File: config.mk
export PLATFORM = sky130hd
export DESIGN_NAME = register_scoreboard
export DESIGN_NICKNAME = d
export VERILOG_FILES = /design/src/rtl/register_scoreboard.sv
export SDC_FILE = /design/constraint.sdc
export NUM_CORES = 1
export LEC_CHECK = 0
export CAP_MARGIN = 5
export CORE_ASPECT_RATIO = 0.7
export CORE_MARGIN = 2
export CORE_UTILIZATION = 37
export CTS_CLUSTER_DIAMETER = 80
export DETAILED_ROUTE_END_ITERATION = 10
export SYNTH_ARGS = -nofsm -noshare
export SYNTH_HDL_FRONTEND = slang
export SYNTH_SLANG_ARGS = --single-unit
File: constraint.sdc
create_clock -name clk -period 6.5 [get_ports clk]
set_clock_uncertainty 0.15 [all_clocks]
set_input_delay 1.3 -clock clk [delete_from_list [all_inputs] [get_ports clk]]
set_output_delay 1.3 -clock clk [all_outputs]
set_load 0.005 [all_outputs]
File: src/rtl/register_scoreboard.sv
// Register scoreboard: per-register pending-write counters that hold ID on
// RAW hazards or when a destination's pending-write count would overflow.
module register_scoreboard #(
    parameter int NREG = 32,
    parameter int CW   = 2
) (
    input  logic            clk,
    input  logic            rst_n,
    input  logic            issue_valid,
    input  logic            issue_wb_en,
    input  logic [4:0]      issue_dst,
    input  logic [4:0]      src1,
    input  logic [4:0]      src2,
    input  logic            src2_used,
    input  logic            wb_valid,
    input  logic [4:0]      wb_dst,
    input  logic            flush,
    output logic            stall,
    output logic [NREG-1:0] busy_vec,
    output logic [15:0]     stall_cycles,
    output logic            sb_error
);

    localparam logic [CW-1:0] CNT_MAX = {CW{1'b1}};

    logic [CW-1:0]   cnt [NREG];
    logic [NREG-1:0] inc_hit;
    logic [NREG-1:0] ret_hit;
    logic            src_hazard;
    logic            full_hazard;
    logic            issue_fire;
    logic            retire;

    always_comb begin
        for (int i = 0; i < NREG; i++) begin
            busy_vec[i] = (cnt[i] != '0);
        end
    end

    assign src_hazard  = busy_vec[src1] | (src2_used & busy_vec[src2]);
    assign full_hazard = issue_wb_en & (cnt[issue_dst] == CNT_MAX);
    assign stall       = issue_valid & (src_hazard | full_hazard);
    assign issue_fire  = issue_valid & issue_wb_en & ~stall & (issue_dst != 5'd0);
    assign retire      = wb_valid & (wb_dst != 5'd0);

    // Register 0 is left out of the one-hot decode so it can never become busy.
    always_comb begin
        inc_hit = '0;
        ret_hit = '0;
        for (int i = 1; i < NREG; i++) begin
            inc_hit[i] = issue_fire & (issue_dst == 5'(i));
            ret_hit[i] = retire & (wb_dst == 5'(i));
        end
    end

    always_ff @(posedge clk or negedge rst_n) begin
        if (!rst_n) begin
            for (int i = 0; i < NREG; i++) begin
                cnt[i] <= '0;
            end
        end else if (flush) begin
            for (int i = 0; i < NREG; i++) begin
                cnt[i] <= '0;
            end
        end else begin
            for (int i = 1; i < NREG; i++) begin
                if (inc_hit[i] && !ret_hit[i]) begin
                    cnt[i] <= cnt[i] + 1'b1;
                end else if (ret_hit[i] && !inc_hit[i] && (cnt[i] != '0)) begin
                    cnt[i] <= cnt[i] - 1'b1;
                end
            end
        end
    end

    // A retire with nothing pending means the pipeline lost track of a write.
    always_ff @(posedge clk or negedge rst_n) begin
        if (!rst_n) begin
            stall_cycles <= '0;
            sb_error     <= 1'b0;
        end else begin
            if (stall && (stall_cycles != 16'hFFFF)) begin
                stall_cycles <= stall_cycles + 16'd1;
            end
            if (retire && (cnt[wb_dst] == '0)) begin
                sb_error <= 1'b1;
            end
        end
    end

endmodule

==> impl_metrics.ini, run 1 <==
[setup_path]
critPathRequiredTime_ns = 5.05
critPathArrivalTime_ns = 4.55
worst_setup_path_start_kind = input port
endpoint_kind = primary output
crit_path_start = issue_dst[0]
path_class = in2out
r2r-start = cnt[7]
worstPathMaxFanout = 14

[placed_design]
dp_cells = 1038
gp_congestion = 0.912
io_buffers = 75
hpwl_mm = 16.4
dp_slack_ns = 0.492

[timing]
fin_ws_ns = 0.501
fmaxAchievable_mhz = 167
min_period_over_period_pct = 92.3
fin_crit_ns = 6.00
maxSlewHeadroom_pct = 38.5
setup_violations = 0
setup_tns_ns = 0
rsz0062_at_grt = no
hold_viol = 0
slew_viol_final = 0
tightestPinTransition_ns = 0.920

[clocking]
numClockSinks = 79
cts-root-buf = clkbuf_16
cts_made_buffers = 9
htreeDepth = 3
cts_setup_buffers = 0
clockBufferDepth = 2
ctsHoldBuffers = 0
cts_tree = yes
worstSkewPairLatency_ns = 0.35
clkTransAtPathRegs_ns = 0.06
cts_resized = 0

[grt]
grt_pass1_vias = 5743
grt-ovfl-total = 0
grt_max_degree = 66
antenna_found_initial = 0
grt_pass1_wl_mm = 34.2
track_usage_pct = 24.1

[detailed_routing]
drt_first_pass_iters = 8
via_count = 6333
drc = 1
via_per_inst = 6.01
drtIter0Drc = 898
avgRoutedWirePerCell_um = 20.9
ant_nets = 0
drt_wl_total_mm = 22.1

[synth]
synth_area_leader_cell = dfrtp_1
netlist_area_um2 = 6560
synth_cells = 767
ys_seq_elements = 79
synth_top_area_share_pct = 30.1
yosys-top-cells-count = nor2_1 (80), dfrtp_1 (79), nand2_1 (56), nor3_1 (47), a21oi_1 (46)
synth-async-reset-ratio_pct = 100
synth_area_leaders = dfrtp_1 (30%), mux4_2 (8.9%), nor2_1 (4.6%), nor3_1 (3.6%), a21oi_1 (3.5%)
ys_types = 79
syn_avg_cell_area_um2 = 8.56
synth.most_common_cell = nor2_1
synthFlopType = dfrtp_1
ys_seq_area_share_pct = 30.1
synth_edf_count = 0
synth_warnings = 0
synth_fp_nets = 795

[final_layout]
final_layout_size_suffix_gt1_share_pct = 11.5
num-nets-final = 846
layout.cells.non_filler = 1054
area_growth_pct = 17.2
antennaDiodeCount = 0
final_util_pct = 44.5

[die]
dieArea_um2 = 18800
start_util_pct = 38.0
die_h_um = 115
core_um2 = 17300
die_w_um = 163
ioPinCount = 77
rows = 40

[hold_path]
hold_path.class = reg2reg
worstHoldStart = sb_error

[power]
peakVddDrop_v = 0.0000916
p_leak_nw = 3.03
p_per_area_nw_per_um2 = 172

[status]
violations = design-rule violations
status = finished with violations

[flow_run]
drv_cap = 0
## layout make-up
class,instances,area [um2]
multi-input combinational,606,4160
inverter,36,135
fill,1696,9580
sequential,79,1980
timing repair buffer,86,826
tap,231,289
clock inverter,4,52.6
clock buffer,12,256
## per-stage QoR
stage / total power [mW] / hold WS [ns] / cell area (um2)
2_1_floorplan: 0.683 / 0.301 / 6560
3_3_place_gp: 0.787 / 0.295 / 7380
3_5_place_dp: 0.787 / 0.299 / 7380
4_1_cts: 1.33 / 0.316 / 7690
5_1_grt: 1.38 / 0.346 / 7690
6_report: 1.32 / 0.316 / 7690
## power breakdown
group	internal [mW]	switching, mW	total [mW]
combinational	0.104	0.139	0.244
sequential	0.512	0.0241	0.536
clock	0.321	0.223	0.544
total	0.937	0.387	1.32
## flip-flops by register name, summed over array words and instances (netlist names)
register      cells
cnt              62
sb_error          1
stall_cycles     16
## routing by layer
metal  track usage (%)  up-vias  routed length (um)
li1                  -     2949                   -
met2              31.4      324                8440
met1              37.7     3030               10700
met3              7.80       30                2520
met4              5.90        0                 391
met5                 0        -                   0
## final timing paths
check | depth (start not counted) | slack [ns] | to
worst max-delay path | 9 | 0.50 | stall
worst min-delay path | 1 | 0.32 | sb_error
worst max register to register | 9 | 2.82 | cnt[46]
worst min register to register | 1 | 0.32 | sb_error
max in group asynchronous | 2 | 4.40 | cnt[58]
min in group asynchronous | 1 | 0.67 | stall_cycles[1]
## critical path, cell delays in order
cell	delay [ns]
clkdlybuf4s50_1	0.46
buf_4	0.25
mux4_2	0.55
mux4_2	0.48
o21ai_0	0.13
o41ai_1	0.12
a211oi_1	0.59
nor2b_1	0.17
clkdlybuf4s50_1	0.48
## placed cells by master (no fill, tap or decap), drive strengths merged, types with 18 or more instances in the layout
cell type and instances:
nor2 80, dfrtp 79, clkdlybuf4s50 73, nand2 56
nor3 52, a21oi 46, o21ai 46, inv 37
mux4 27, a211oi 27, nand2b 24, nand3 24
nor4 22, nor2b 21, o21a 18
## kinds of logic (layout without fill, tap and decap cells)
kind of cell / after synthesis / after routing / synth area share (%)
buffers and inverters: 82 / 138 / 6.58
adders and majority gates: 1 / 1 / 0.191
AOI/OAI and AO/OA: 199 / 199 / 20.6
DFF: 79 / 79 / 30.1
muxes: 37 / 37 / 11.0
other: 1 / 1 / 0.0571
and+or+nand+nor: 348 / 348 / 28.8
xor gates and xnor gates: 20 / 20 / 2.67
No activity file was read; power rests on OpenSTA's default activity.
==> run 2, diff against run 1 <==
--- a/config.mk
+++ b/config.mk
@@ -11,6 +11,7 @@
 export CORE_UTILIZATION = 37
 export CTS_CLUSTER_DIAMETER = 80
 export DETAILED_ROUTE_END_ITERATION = 10
+export PLACE_DENSITY = 0.67
 export SYNTH_ARGS = -nofsm -noshare
 export SYNTH_HDL_FRONTEND = slang
 export SYNTH_SLANG_ARGS = --single-unit
==> impl_metrics.ini, run 2 (synthesized netlist as in run 1, its figures left out) <==
[clocking]
cts_tree = yes
cts_resized = 0
cts-root-buf = clkbuf_16
cts_made_buffers = 9
htreeDepth = 3
cts_setup_buffers = 0
clockBufferDepth = 2
ctsHoldBuffers = 0
clkTransAtPathRegs_ns = 0.06
numClockSinks = 79
worstSkewPairLatency_ns = 0.34

[timing]
setup_tns_ns = 0
slew_viol_final = 0
min_period_over_period_pct = 90.9
maxSlewHeadroom_pct = 42.2
setup_violations = 0
fmaxAchievable_mhz = 169
tightestPinTransition_ns = 0.864
hold_viol = 0
fin_ws_ns = 0.594
rsz0062_at_grt = no
fin_hold_ws_ns = 0.314
fin_crit_ns = 5.91

[setup_path]
path_delay_family = buffers and inverters
endpoint_kind = primary output
path_class = in2out
critPathArrivalTime_ns = 4.46
worst_setup_path_start_kind = input port
crit_path_start = src1[0]
r2r-start = cnt[35]
critPathRequiredTime_ns = 5.05
cp_slowest_cell = clkdlybuf4s50_1
crit_chain = clkdlybuf4s50_1, mux4_2, and4b_1, nor4_1, a21bo_2, a211oi_1, buf_4, nor2b_1, clkdlybuf4s50_1
cpPeakStageDelay_ns = 0.76
path_common_cell = clkdlybuf4s50_1
critical_path_buf_inv_count = 3
worstPathMaxFanout = 12

[final_layout]
final_cell_mix = nor2_1 (80), dfrtp_1 (79), clkdlybuf4s50_1 (73), nand2_1 (56), nor3_1 (47)
final_layout_size_suffix_gt1_share_pct = 11.5
top_regs = cnt (62), stall_cycles (16), sb_error (1)
design_area_um2 = 7730
area_growth_pct = 17.7
num-nets-final = 846
largest_reg_flops = 62
antennaDiodeCount = 0
layout.cells.non_filler = 1054
final_common_cell = nor2_1
regMostFlops = cnt
final_util_pct = 44.7
fillers = 1677

[grt]
track_usage_pct = 23.3
grt_pass1_vias = 5774
grt-ovfl-total = 0
grt_pass1_wl_mm = 33.7
grt_max_degree = 55
antenna_found_initial = 0

[detailed_routing]
drc = 0
drtIter0Drc = 788
drt_first_pass_iters = 5
ant_nets = 0
via_per_inst = 6.12
drt_wl_total_mm = 21.5
avgRoutedWirePerCell_um = 20.4
via_count = 6452

[hold_path]
hold_path.class = reg2reg
worstHoldStart = sb_error

[die]
core_um2 = 17300
rows = 40
dieArea_um2 = 18800
die_w_um = 163
start_util_pct = 38.0
die_h_um = 115
ioPinCount = 77

[flow_run]
drv_cap = 0

[status]
status = completed

[placed_design]
placed_area_um2 = 7380
gp_congestion = 0.940
hpwl_mm = 16.2
dp_cells = 1038
dp_slack_ns = 0.619
io_buffers = 75

[power]
peakVddDrop_v = 0.000103
p_leak_nw = 3.04
power_mw = 1.39
p_per_area_nw_per_um2 = 179
==> run 2: changes by cell type in the layout (fill, tap and decap cells not counted), sizes merged <==
cell      previous run  this run
inv                 37        38
bufinv               1         3
clkinv               2         0
clkinvlp             0         1
clkbuf              12        10
==> run 2: final timing paths <==
check                                 to  slack [ns]  depth (start not counted)
max in group asynchronous        cnt[46]        4.45                          2
worst min register to register  sb_error        0.31                          1
min in group asynchronous        cnt[30]        0.72                          1
worst max register to register   cnt[46]        2.75                         10
worst max-delay path               stall        0.59                          9
worst min-delay path            sb_error        0.31                          1
==> run 2: where the power goes <==
part           switching, mW  internal, mW
Sequential            0.0247         0.512
Combinational          0.141         0.106
Clock                  0.224         0.379
Total                  0.389         0.997
==> run 2: final cells by class <==
| type | instances | area [um2] | share of cell area, % |
|---|---|---|---|
| repair buffers | 86 | 826 | 10.7 |
| multi-input cells | 606 | 4160 | 53.8 |
| clock inverters | 6 | 115 | 1.49 |
| flip-flops and latches | 79 | 1980 | 25.6 |
| inverters | 36 | 135 | 1.75 |
| well taps | 231 | 289 | 3.74 |
| clock buffers | 10 | 229 | 2.96 |
==> run 2: per-layer routing <==
metal	up-vias	part of all wire (%)	wire [um]	global-route usage (%)
met5	-	0	0	0
met2	378	38	8260	30.6
met3	21	13	2750	7.12
met4	0	1.3	278	4.90
li1	2950	-	-	-
met1	3103	48	10300	36.8
==> run 3, diff against run 2 <==
--- a/config.mk
+++ b/config.mk
@@ -10,8 +10,10 @@
 export CORE_MARGIN = 2
 export CORE_UTILIZATION = 37
 export CTS_CLUSTER_DIAMETER = 80
+export CTS_CLUSTER_SIZE = 10
 export DETAILED_ROUTE_END_ITERATION = 10
 export PLACE_DENSITY = 0.67
 export SYNTH_ARGS = -nofsm -noshare
 export SYNTH_HDL_FRONTEND = slang
 export SYNTH_SLANG_ARGS = --single-unit
+export TNS_END_PERCENT = 5
==> results of run 3 <==
Same layout as run 2: the final DEF is identical, and so are final timing and power.
